===== config.mk =====
export PLATFORM = sky130hd
export DESIGN_NAME = i2s_tx
export DESIGN_NICKNAME = d
export VERILOG_FILES = /design/src/rtl/i2s_tx.sv
export SDC_FILE = /design/constraint.sdc
export NUM_CORES = 1
export LEC_CHECK = 0
export CORE_MARGIN = 4
export CORE_UTILIZATION = 42
export CTS_BUF_LIST = sky130_fd_sc_hd__clkbuf_4
export CTS_CLUSTER_DIAMETER = 30
export DETAILED_ROUTE_END_ITERATION = 12
export SYNTH_ARGS = -nofsm -noshare
export SYNTH_HDL_FRONTEND = slang
export SYNTH_SLANG_ARGS = --single-unit

===== constraint.sdc =====
create_clock -name clk -period 3 [get_ports clk]
set_input_delay 0.6 -clock clk [delete_from_list [all_inputs] [get_ports clk]]
set_output_delay 0.6 -clock clk [all_outputs]
set_load 0.005 [all_outputs]

===== src/rtl/i2s_tx.sv =====
// rtl/i2s_tx.sv - I2S master transmitter with a one-pair holding register
module i2s_tx #(
  parameter int DATA_WIDTH = 16,
  parameter int BCLK_DIV   = 4
) (
  input  logic                  clk,
  input  logic                  reset,
  input  logic [DATA_WIDTH-1:0] s_data_left,
  input  logic [DATA_WIDTH-1:0] s_data_right,
  input  logic                  s_valid,
  output logic                  s_ready,
  output logic                  i2s_bclk,
  output logic                  i2s_lrclk,
  output logic                  i2s_sdata,
  output logic                  underrun
);

  localparam int FRAME_BITS = 2 * DATA_WIDTH;
  localparam int DIV_W      = (BCLK_DIV > 1) ? $clog2(BCLK_DIV) : 1;
  localparam int BIT_W      = $clog2(FRAME_BITS);

  localparam logic [DIV_W-1:0] DIV_RISE = DIV_W'(BCLK_DIV / 2 - 1);
  localparam logic [DIV_W-1:0] DIV_LAST = DIV_W'(BCLK_DIV - 1);
  localparam logic [BIT_W-1:0] BIT_LAST = BIT_W'(FRAME_BITS - 1);
  localparam logic [BIT_W-1:0] BIT_HALF = BIT_W'(DATA_WIDTH);
  localparam logic [BIT_W-1:0] BIT_LOAD = BIT_W'(1);

  logic [DIV_W-1:0]      div_q, div_d;
  logic [BIT_W-1:0]      bit_q, bit_d;
  logic                  bclk_q, bclk_d;
  logic                  lrclk_q, lrclk_d;
  logic                  sdata_q, sdata_d;
  logic                  underrun_q, underrun_d;
  logic [FRAME_BITS-1:0] shift_q, shift_d;
  logic                  hold_full_q, hold_full_d;
  logic [DATA_WIDTH-1:0] hold_left_q, hold_left_d;
  logic [DATA_WIDTH-1:0] hold_right_q, hold_right_d;

  logic                  fall_tick;
  logic                  load;
  logic                  accept;
  logic [BIT_W-1:0]      bit_nxt;
  logic [FRAME_BITS-1:0] frame_w;

  // Next-state: BCLK divider, slot counter, serializer and holding register
  always_comb begin
    fall_tick    = (div_q == DIV_LAST);
    bit_nxt      = (bit_q == BIT_LAST) ? '0 : bit_q + 1'b1;
    load         = fall_tick && (bit_nxt == BIT_LOAD);
    accept       = s_valid && !hold_full_q;
    frame_w      = {hold_left_q, hold_right_q};

    div_d        = fall_tick ? '0 : div_q + 1'b1;
    bclk_d       = bclk_q;
    bit_d        = bit_q;
    lrclk_d      = lrclk_q;
    sdata_d      = sdata_q;
    shift_d      = shift_q;
    underrun_d   = 1'b0;
    hold_full_d  = hold_full_q;
    hold_left_d  = hold_left_q;
    hold_right_d = hold_right_q;

    if (div_q == DIV_RISE) begin
      bclk_d = 1'b1;
    end

    if (fall_tick) begin
      bclk_d  = 1'b0;
      bit_d   = bit_nxt;
      lrclk_d = (bit_nxt >= BIT_HALF);
      if (load) begin
        if (hold_full_q) begin
          // The frame MSB goes straight to SDATA; the rest waits in the shifter
          sdata_d      = frame_w[FRAME_BITS-1];
          shift_d      = {frame_w[FRAME_BITS-2:0], 1'b0};
          hold_full_d  = 1'b0;
          hold_left_d  = '0;
          hold_right_d = '0;
        end else begin
          sdata_d    = 1'b0;
          shift_d    = '0;
          underrun_d = 1'b1;
        end
      end else begin
        sdata_d = shift_q[FRAME_BITS-1];
        shift_d = {shift_q[FRAME_BITS-2:0], 1'b0};
      end
    end

    // No bypass: an accept on an empty load edge lands for the next frame
    if (accept) begin
      hold_full_d  = 1'b1;
      hold_left_d  = s_data_left;
      hold_right_d = s_data_right;
    end
  end

  // State registers with asynchronous reset to the idle-frame position
  always_ff @(posedge clk or posedge reset) begin
    if (reset) begin
      div_q        <= '0;
      bit_q        <= BIT_LAST;
      bclk_q       <= 1'b0;
      lrclk_q      <= 1'b1;
      sdata_q      <= 1'b0;
      underrun_q   <= 1'b0;
      shift_q      <= '0;
      hold_full_q  <= 1'b0;
      hold_left_q  <= '0;
      hold_right_q <= '0;
    end else begin
      div_q        <= div_d;
      bit_q        <= bit_d;
      bclk_q       <= bclk_d;
      lrclk_q      <= lrclk_d;
      sdata_q      <= sdata_d;
      underrun_q   <= underrun_d;
      shift_q      <= shift_d;
      hold_full_q  <= hold_full_d;
      hold_left_q  <= hold_left_d;
      hold_right_q <= hold_right_d;
    end
  end

  assign s_ready   = !hold_full_q;
  assign i2s_bclk  = bclk_q;
  assign i2s_lrclk = lrclk_q;
  assign i2s_sdata = sdata_q;
  assign underrun  = underrun_q;

endmodule

# ---- Yosys cells after proc, flatten, opt, wreduce, memory -nomap -nowiden
# Index checks and enable logic that the tools add are counted.
# Widths: inputs -> output; s select.
dict set report word_totals {
  word_cells 45
  reg_bits 76
}
dict set report classes {
  n_addsub 2
  muxes 19
  reduce_logical 9
  eq_ne 4
  magnitude_cmp 1
}
# operator count
set ops {}
lappend ops {{$mux 16} 5}
lappend ops {{$mux 32} 2}
lappend ops {{$mux 1} 10}
lappend ops {{$reduce_bool 2->1} 4}
lappend ops {{$add 5x1->5 const B} 1}
lappend ops {{$eq 5x1->1 const B} 1}
lappend ops {{$eq 5x5->1 const B} 1}
lappend ops {{$ge 5x5->1 const B} 1}
lappend ops {{$mux 5} 1}
lappend ops {{$reduce_and 3->1} 1}
lappend ops {{$add 2x1->2 const B} 1}
lappend ops {{$eq 2x1->1 const B} 1}
lappend ops {{$eq 2x2->1 const B} 1}
lappend ops {{$logic_and 1x1->1} 2}
lappend ops {{$mux 2} 1}
lappend ops {{$reduce_and 2->1} 1}
lappend ops {{$logic_not 1->1} 1}

# ---- Logic depth before layout (Yosys ltp)
# Gate-level depths: netlist of the first run.
dict set report logic_depth {
  ltp_word 7
  mapped_depth 9
  depth_no_buf 7
}

# ---- Worst setup path before layout of the first run
# No wires, ideal clock.
dict set report synth_timing {
  path_kind {reg2reg}
  start {reg bit_q[0]}
  end {reg shift_q[31]}
  t_required_ps 2921
  synth_period_minus_slack_ps 2090
  arrival_time_ps 2010
  setup_slack_ps 910
  n_path_buf 2
  path_stages_with_launch 10
  cell_sequence {dfstp_2 ha_1 and3_1 ha_1 nor2_1 mux2_4 nor2_4 buf_6 buf_8 mux2i_1}
}
dict set report synth_between {
  elab_chain_cells 5
}
# item line_no
set synth_lines {}
lappend synth_lines {{start: declaration} 29} ;# logic [BIT_W-1:0] bit_q, bit_d;
lappend synth_lines {{start signal: assignment} 114} ;# bit_q <= bit_d;
lappend synth_lines {{$add 5x1->5 or $eq 5x5->1 (tied branches)} 48} ;# bit_nxt = (bit_q == BIT_LAST) ? '0 : bit_q + 1'b1;
lappend synth_lines {{$mux 5 (*)} 48}
lappend synth_lines {{$eq 5x1->1 (*)} 49} ;# load = fall_tick && (bit_nxt == BIT_LOAD);
lappend synth_lines {{$logic_and 1x1->1 (*)} 49}
lappend synth_lines {{$mux 32 (*)} 72} ;# if (load) begin
lappend synth_lines {{end signal: assignment} 119} ;# shift_q <= shift_d;
lappend synth_lines {{end: declaration} 34} ;# logic [FRAME_BITS-1:0] shift_q, shift_d;
# Every way passes the cells marked *; elsewhere a longest branch is shown, timed or not.
# A chain may end at the register's enable or synchronous reset.

# ---- Final worst setup path of the first run
dict set report layout_timing {
  start {reg bit_q[0]}
  end {reg shift_q[23]}
}
# Same word-level chain as after synthesis.

==> flow_summary.yaml, run 1 <==
drt:
  finalWirelength_microns: 6480
  post_drt_wl_per_cell_microns: 14.9
  drt-pass1-iter-count: 4
  route.vias.total: 2269
  drtIter0Drc: 79
  viasPerCell: 5.20
  drc: 0
  drtAntennaViolNets: 0
die:
  die_h_microns: 99.5
  die-width_microns: 99.5
  fp.dieArea_sq_um: 9900
  placeableCoreArea_sq_um: 8180
  top_level_ports: 40
  initial_util: 0.430
  placementRows: 33
pwr:
  totalPowerFinal_mw: 2.23
  ir_worst_vdd_mv: 0.292
  power_per_cell_area_nw_per_um2: 538
  leakage_nw: 1.69
sta:
  final_worst_path_setup_slack_ns: 0.628
  setup_tns_ns: 0
  rsz0062_at_grt: "no"
  final_max_slew_viol_count: 0
  hold_slack_ns: 0.476
  max_slew_margin: 0.577
  min_period_over_period: 0.791
  achievable-frequency_mhz: 422
  finalHoldViolCount: 0
  worst_margin_pin_slew_ns: 0.633
  setup_viol_count_final: 0
  final.setup_skew_ns: 0.0110
  fin_crit_ns: 2.37
cts:
  ctsHoldBuffers: 0
  postCtsSetupBuffers: 0
  max-clock-path-buffers: 2
  clock_tree_from_tritoncts: "yes"
  clock-root-buffer: "clkbuf_4"
  cts.clk_slew.worst_paths_ns: 0.11
  clk_latency_ns: 0.41
  tritoncts.num_buffers: 9
  cts-htree-levels: 3
  tritoncts_num_sinks: 74
  cts_resized: 0
cells_and_area:
  layout_common_cells: "86 x mux2i_1, 68 x dfrtp_1, 39 x clkdlybuf4s50_1"
  instances_no_fill: 436
  area.growth.synth_to_final_pct: 18.1
  mostFrequentLayoutCell: "mux2i_1"
  post-route-cell-area_sq_um: 4160
  num_antenna_cells: 0
  drive_gt1_frac: 0.0997
  layout.nets: 366
  fin_util: 0.508
placed_design:
  place_inst: 420
  place.gp.congestion: 0.726
  detailedPlace.worstSlack_ns: 0.646
  detailed_place_hpwl_microns: 4110
  io_buffers: 39
  placed_cell_area_sq_um: 3950
flow_run:
  maxCapViolCount: 0
critical_path:
  r2r_end: "shift_q[23]"
  endpoint: "shift_q[23]"
  regToRegStartpoint: "bit_q[0]"
  critical_path.max_fanout: 65
  critical_path.most_common_cell: "ha_1"
  crit_slowest_cell: "dfstp_2"
  timing.reg2reg.worst_path_depth: 8
  criticalPathCategory: "flop to flop"
  crit_path_max_incr_delay_ns: 0.57
  cp.buffers_inverters: 1
  end_kind: "flop"
  cp_data_arrival_time_ns: 2.70
  critPathTopFamily: "flip-flops"
  worst-path-stages: 8
  critical_path_rt_ns: 3.33
  reg2reg_setup_slack_ns: 0.63
  crit_path_cell_trace: "ha_1 > and3_1 > ha_1 > nor2_1 > mux2_4 > nor2_4 > buf_12 > mux2i_1"
  worst_setup_path_start_kind: "flop"
  cp_startpoint: "bit_q[0]"
yosys:
  ys_seq_elements: 74
  yosysWarnings: 0
  async_reset_ff_frac: 1.00
  synth.distinct_cells: 33
  synth_edf_count: 0
  postSynthAreaPerCell_sq_um: 12.0
  synth_area_sq_um: 3520
  syn_nets: 334
  synth_sequential_area_ratio: 0.528
  yosys_most_used_dff: "dfrtp_1"
  netlist_instances: 294
global_routing:
  first_global_vias: 2343
  grt_use_total: 0.142
  global_route.overflow_total: 0
  grt_antenna_before_repair: 0
  wire_length_of_the_first_global_routing_pass_microns: 11200
  grt_max_degree: 75
min_path:
  hp-class: "flop to flop"
status:
  run_status: "completed"
-- synth_stat cells, types with 2 or more instances --
library cell	number	area share
a21oi_1	2	0.0028
nor2_1	5	0.0053
buf_2	5	0.0071
mux2_2	2	0.0064
buf_6	4	0.013
a22oi_1	8	0.017
nor2b_1	2	0.0036
o22ai_1	24	0.043
inv_1	8	0.0085
dfrtp_1	69	0.49
dfstp_2	5	0.037
mux2i_1	86	0.24
ha_1	5	0.018
nand2_1	33	0.035
clkbuf_1	10	0.011
o21ai_0	9	0.013
-- routing by layer --
layer  up-vias  wire length (microns)  global-route usage
met5         -                      0                   0
met4         0                     78              0.0347
met3         8                    308              0.0519
met2        47                   3060               0.227
met1      1095                   3030               0.184
li1       1119                      -                   -
-- sequential cells by signal, indices dropped and copies added, names as in the netlist --
register / flops
hold_left_q: 16
hold_right_q: 16
bit_q: 5
hold_full_q: 1
shift_q: 31
div_q: 2
i2s_bclk: 1
i2s_sdata: 1
underrun: 1
-- final cells by class --
type,instances,area (sq um)
tap,105,131
inverter,8,30.0
multi-input combinational,189,1480
timing repair buffer,44,453
sequential,74,1860
clock inverter,6,129
clock buffer,10,75.1
fill,765,4020
-- kinds of logic (layout without fill, tap and decap cells) --
group | Yosys count | count (layout) | synth area share
simple gates | 47 | 47 | 0.0576
mux | 89 | 89 | 0.255
buf+inv | 31 | 68 | 0.0523
xor+xnor | 1 | 1 | 0.00249
fa+ha+maj | 5 | 5 | 0.0178
compound gates | 47 | 47 | 0.0861
flops | 74 | 74 | 0.528
-- worst reg2reg max path, cell delays in order, from the launching register on --
cell and delay (ns):
dfstp_2 0.57, ha_1 0.22, and3_1 0.17, ha_1 0.24, nor2_1 0.07, mux2_4 0.29
nor2_4 0.13, buf_12 0.30, mux2i_1 0.30
-- worst min-delay path by stage --
stage / slack [ns] / from / endpoint / cells after the start
detailed placement: 0.47 / div_q[0] / div_q[0] / 1
finish: 0.48 / div_q[0] / div_q[0] / 1
CTS: 0.48 / div_q[0] / div_q[0] / 1
floorplan: 0.43 / div_q[0] / div_q[0] / 1
global placement: 0.46 / div_q[0] / div_q[0] / 1
global route: 0.51 / div_q[0] / div_q[0] / 1
-- report_power, final --
| group | switching [mW] | internal [mW] | total, mW |
|---|---|---|---|
| sequential | 0.0525 | 1.10 | 1.15 |
| combinational | 0.112 | 0.130 | 0.242 |
| clock | 0.331 | 0.512 | 0.843 |
(Power assumes the default switching activity.)
==> run 2, diff against run 1 <==
==> constraint.sdc (replaced) <==
create_clock -name clk -period 2.1 [get_ports clk]
set_input_delay 0.42 -clock clk [delete_from_list [all_inputs] [get_ports clk]]
set_output_delay 0.42 -clock clk [all_outputs]
set_load 0.005 [all_outputs]
==> run 2 against run 1 <==
Net effect:
- register-to-register slack worse by 0.62 ns
- non-clock buffer count increased by 16
- highest routed layer unchanged
- sequential share of layout area decreased by 2.7 points
- worst setup slack worse by 0.62 ns
- utilization increased by 3.2 points
- largest power group unchanged
- combinational power is 45% higher
- critical path depth grew 1
- critical path type unchanged
- final cell count rose by 3.7%
- clock skew is 0.0073 ns higher
- largest cell class unchanged
- clock power is 22% higher
- maximum frequency up 13%
- routed wire length up 13%
==> flow_summary.yaml, run 2 (synthesis results as in run 1) <==
critical_path:
  critical_path_rt_ns: 2.43
  worst_setup_path_start_kind: "flop"
  crit_path_cell_trace: "ha_4 > and3_4 > ha_4 > nor2_1 > mux2_4 > nor2_4 > buf_12 > clkbuf_16 > mux2i_1"
  cp_data_arrival_time_ns: 2.42
  crit_slowest_cell: "dfstp_2"
  crit_path_max_incr_delay_ns: 0.58
  criticalPathCategory: "flop to flop"
  end_kind: "flop"
  critical_path.max_fanout: 7
  critical_path.most_common_cell: "ha_4"
cts:
  cts.clk_slew.worst_paths_ns: 0.13
  clock_tree_from_tritoncts: "yes"
  max-clock-path-buffers: 2
  clk_latency_ns: 0.41
  clock-root-buffer: "clkbuf_4"
  tritoncts.num_buffers: 9
  ctsHoldBuffers: 0
  tritoncts_num_sinks: 74
  cts-htree-levels: 3
sta:
  hold_slack_ns: 0.316
  worst_margin_pin_slew_ns: 0.694
  setup_viol_count_final: 0
  rsz0062_at_grt: "yes"
  fin_crit_ns: 2.09
  finalHoldViolCount: 0
  achievable-frequency_mhz: 478
  final.setup_skew_ns: 0.0182
  max_slew_margin: 0.536
  min_period_over_period: 0.995
  final_worst_path_setup_slack_ns: 0.0100
  final_max_slew_viol_count: 0
placed_design:
  place.gp.congestion: 0.707
  detailedPlace.worstSlack_ns: 0.0118
  io_buffers: 39
  detailed_place_hpwl_microns: 4490
  place_inst: 428
  placed_cell_area_sq_um: 4040
cells_and_area:
  largest_register_ffs: 31
  max_flop_register: "shift_q"
  layout.nets: 382
  fin_util: 0.540
  post-route-cell-area_sq_um: 4420
  fill_cells: 728
  drive_gt1_frac: 0.156
  num_antenna_cells: 0
  mostFrequentLayoutCell: "mux2i_1"
  layout_common_cells: "86 x mux2i_1, 68 x dfrtp_1, 39 x clkdlybuf4s50_1"
  instances_no_fill: 452
  top_regs: "shift_q: 31 flops, hold_left_q: 16 flops, hold_right_q: 16 flops"
  area.growth.synth_to_final_pct: 25.6
die:
  initial_util: 0.430
  die_h_microns: 99.5
  die-width_microns: 99.5
  top_level_ports: 40
  placementRows: 33
  placeableCoreArea_sq_um: 8180
  fp.dieArea_sq_um: 9900
global_routing:
  first_global_vias: 2391
  grt_use_total: 0.147
  global_route.overflow_total: 0
  grt_max_degree: 38
  wire_length_of_the_first_global_routing_pass_microns: 11600
  grt_antenna_before_repair: 0
pwr:
  leakage_nw: 1.77
  power_per_cell_area_nw_per_um2: 686
  ir_worst_vdd_mv: 0.307
flow_run:
  maxCapViolCount: 0
drt:
  drt-pass1-iter-count: 4
  drtAntennaViolNets: 0
  viasPerCell: 5.13
  drc: 0
  route.vias.total: 2320
  post_drt_wl_per_cell_microns: 16.2
  finalWirelength_microns: 7330
  drtIter0Drc: 97
min_path:
  hp-class: "primary input to async pin"
status:
  run_status: "completed"
[run 2: what timing repair did]
| item | in CTS | in global routing |
|---|---|---|
| setup endpoints to repair | 2 | 65 |
| cloned | 0 | 5 |
| pin swaps | 0 | 2 |
| setup buffers | 0 | 3 |
| gates resized for setup | 1 | 7 |
| endpoints found under the hold margin | 0 | 0 |
[run 2: through the flow]
step / power [mW] / TNS (ns)
final: 3.03 / 0
after global routing: 3.20 / -2.59
after CTS: 3.07 / -0.00650
after detailed placement: 2.03 / 0
after global placement: 2.02 / 0
after floorplan: 1.88 / 0
[run 2: path summary, 6_finish.rpt]
| check | startpoint | end | slack [ns] | cells after the start |
|---|---|---|---|---|
| min | reset | hold_left_q[1] | 0.32 | 2 |
| min in group clk | div_q[0] | div_q[0] | 0.48 | 1 |
| max reg2reg | bit_q[0] | shift_q[24] | 0.01 | 9 |
| max in group asynchronous | reset | bit_q[3] | 1.25 | 3 |
| min reg2reg | div_q[0] | div_q[0] | 0.48 | 1 |
| max | bit_q[0] | shift_q[24] | 0.01 | 9 |
[run 2: per-layer routing]
| metal | up-vias | global-route usage | share of wire |
|---|---|---|---|
| li1 | 1159 | - | - |
| met1 | 1112 | 0.207 | 0.49 |
| met2 | 39 | 0.218 | 0.46 |
| met3 | 10 | 0.0393 | 0.032 |
| met4 | 0 | 0.0557 | 0.017 |
| met5 | - | 0 | 0 |
[run 2: worst max-delay path: cells and delay by family (launching register included)]
| kind | cells | cell delay (ns) |
|---|---|---|
| adder cells (fa/ha/maj) | 2 | 0.28 |
| multiplexers | 2 | 0.46 |
| AND/OR/NAND/NOR | 3 | 0.37 |
| buffers and inverters | 2 | 0.32 |
| flip-flops | 1 | 0.58 |
[run 2: area by class of cell]
cell class	count	area, sq um	area share
multi-input cells	189	1520	0.344
well taps	105	131	0.0297
flip-flops and latches	74	1860	0.421
inverters	8	33.8	0.00765
clock inverters	7	101	0.0229
repair buffers	60	706	0.160
clock buffers	9	67.6	0.0153
[run 2: where the power goes]
part	internal, mW	leakage [nW]	switching, mW	total (mW)
registers	1.57	0.917	0.0752	1.64
logic	0.191	0.775	0.161	0.352
clock network	0.490	0.0827	0.545	1.03
==> run 3, diff against run 2 <==
--- a/config.mk
+++ b/config.mk
@@ -10,6 +10,7 @@
 export CTS_BUF_LIST = sky130_fd_sc_hd__clkbuf_4
 export CTS_CLUSTER_DIAMETER = 30
 export DETAILED_ROUTE_END_ITERATION = 12
+export SLEW_MARGIN = 40
 export SYNTH_ARGS = -nofsm -noshare
 export SYNTH_HDL_FRONTEND = slang
 export SYNTH_SLANG_ARGS = --single-unit
==> constraint.sdc (replaced) <==
create_clock -name clk -period 2.4 [get_ports clk]
set_input_delay 0.6 -clock clk [delete_from_list [all_inputs] [get_ports clk]]
set_output_delay 0.6 -clock clk [all_outputs]
set_load 0.005 [all_outputs]
==> run 3 against run 2 <==
Net effect:
- clock skew increased by 0.0021 ns
- sequential cell count unchanged
- non-clock buffer count decreased by 10
- sequential share of layout area increased by 2.2 points
==> flow_summary.yaml, run 3 (synthesis results as in run 1) <==
global_routing:
  grt_antenna_before_repair: 0
  global_route.overflow_total: 0
  grt_max_degree: 62
  grt_use_total: 0.142
  first_global_vias: 2310
  wire_length_of_the_first_global_routing_pass_microns: 11200
pwr:
  leakage_nw: 1.70
  ir_worst_vdd_mv: 0.287
  power_per_cell_area_nw_per_um2: 572
cts:
  clock_tree_from_tritoncts: "yes"
  tritoncts.num_buffers: 9
  max-clock-path-buffers: 2
  clk_latency_ns: 0.42
  clock-root-buffer: "clkbuf_4"
  cts.clk_slew.worst_paths_ns: 0.13
  cts-htree-levels: 3
  ctsHoldBuffers: 0
  tritoncts_num_sinks: 74
cells_and_area:
  num_antenna_cells: 0
  drive_gt1_frac: 0.119
  top_regs: "shift_q: 31 flops, hold_left_q: 16 flops, hold_right_q: 16 flops"
  instances_no_fill: 442
  area.growth.synth_to_final_pct: 19.3
  mostFrequentLayoutCell: "mux2i_1"
  max_flop_register: "shift_q"
  largest_register_ffs: 31
  layout.nets: 372
  layout_common_cells: "86 x mux2i_1, 68 x dfrtp_1, 39 x clkdlybuf4s50_1"
die:
  placeableCoreArea_sq_um: 8180
  top_level_ports: 40
  die_h_microns: 99.5
  die-width_microns: 99.5
  fp.dieArea_sq_um: 9900
  initial_util: 0.430
  placementRows: 33
min_path:
  holdCritStartpoint: "div_q[0]"
  timing.hold.worst_path_depth: 1
  hp-class: "flop to flop"
critical_path:
  end_kind: "flop"
  crit_path_cell_trace: "ha_1 > and3_1 > ha_2 > nor2_1 > mux2_4 > nor2_4 > buf_12 > buf_12 > mux2i_1"
  cp_data_arrival_time_ns: 2.60
  cp_startpoint: "bit_q[0]"
  critPathTopFamily: "flip-flops"
  crit_slowest_cell: "dfstp_2"
  timing.reg2reg.worst_path_depth: 9
  critical_path.most_common_cell: "buf_12"
  worst_setup_path_start_kind: "flop"
  regToRegStartpoint: "bit_q[0]"
  critical_path.max_fanout: 16
  criticalPathCategory: "flop to flop"
  crit_path_max_incr_delay_ns: 0.58
  worst-path-stages: 9
  critical_path_rt_ns: 2.72
  cp.buffers_inverters: 2
sta:
  max_slew_margin: 0.552
  min_period_over_period: 0.951
  final_worst_path_setup_slack_ns: 0.119
  worst_margin_pin_slew_ns: 0.670
  achievable-frequency_mhz: 438
  final.setup_skew_ns: 0.0203
  finalHoldViolCount: 0
  rsz0062_at_grt: "no"
  final_max_slew_viol_count: 0
  setup_tns_ns: 0
  fin_crit_ns: 2.28
  setup_viol_count_final: 0
drt:
  drtIter0Drc: 61
  drt-pass1-iter-count: 4
  drtAntennaViolNets: 0
  viasPerCell: 5.16
  drc: 0
  finalWirelength_microns: 6800
  post_drt_wl_per_cell_microns: 15.4
  route.vias.total: 2282
placed_design:
  place_inst: 423
  detailedPlace.worstSlack_ns: 0.146
  place.gp.congestion: 0.689
  io_buffers: 39
  detailed_place_hpwl_microns: 4260
status:
  run_status: "completed"
flow_run:
  maxCapViolCount: 0
run 3: repair_timing:
action,CTS,global route
buffers inserted,0,1
endpoints found under the setup margin,0,12
hold endpoints to repair,0,0
resized for setup,0,1
run 3: where the power goes:
| part | leakage, nW | internal [mW] | switching (mW) |
|---|---|---|---|
| Combinational | 0.710 | 0.167 | 0.140 |
| Clock | 0.0685 | 0.241 | 0.418 |
| Sequential | 0.917 | 1.37 | 0.0652 |
run 3: per-layer routing:
metal  global-route usage  vias to the layer above  routed length [microns]
met2                0.222                       39                     3200
met3               0.0316                       12                      274
li1                     -                     1133                        -
met4               0.0630                        0                      117
met5                    0                        -                        0
met1                0.191                     1098                     3210
run 3: final cells by class:
| cell class | instances | area (sq um) |
|---|---|---|
| inverters | 8 | 33.8 |
| well taps | 105 | 131 |
| flip-flops and latches | 74 | 1860 |
| multi-input cells | 189 | 1480 |
| repair buffers | 50 | 583 |
| fillers | 738 | 3980 |
| clock buffers | 12 | 90.1 |
| clock inverters | 4 | 18.8 |
run 3: final timing paths:
check                                   to  slack (ns)
setup / recovery                shift_q[8]        0.12
hold reg to reg                   div_q[0]        0.50
min in group asynchronous  hold_left_q[10]        0.51
setup reg to reg                shift_q[8]        0.12
max in group asynchronous         bit_q[2]        1.38
hold / removal                    div_q[0]        0.50
run 3: metrics by stage:
step	power [mW]	instance area, sq um	hold WS, ns	utilization
6_report	2.40	4200	0.500	0.513
2_1_floorplan	1.64	3520	0.430	-
3_3_place_gp	1.76	4020	0.448	0.491
4_1_cts	2.43	4120	0.495	0.504
3_5_place_dp	1.77	4020	0.491	0.491
5_1_grt	2.54	4200	0.505	0.513
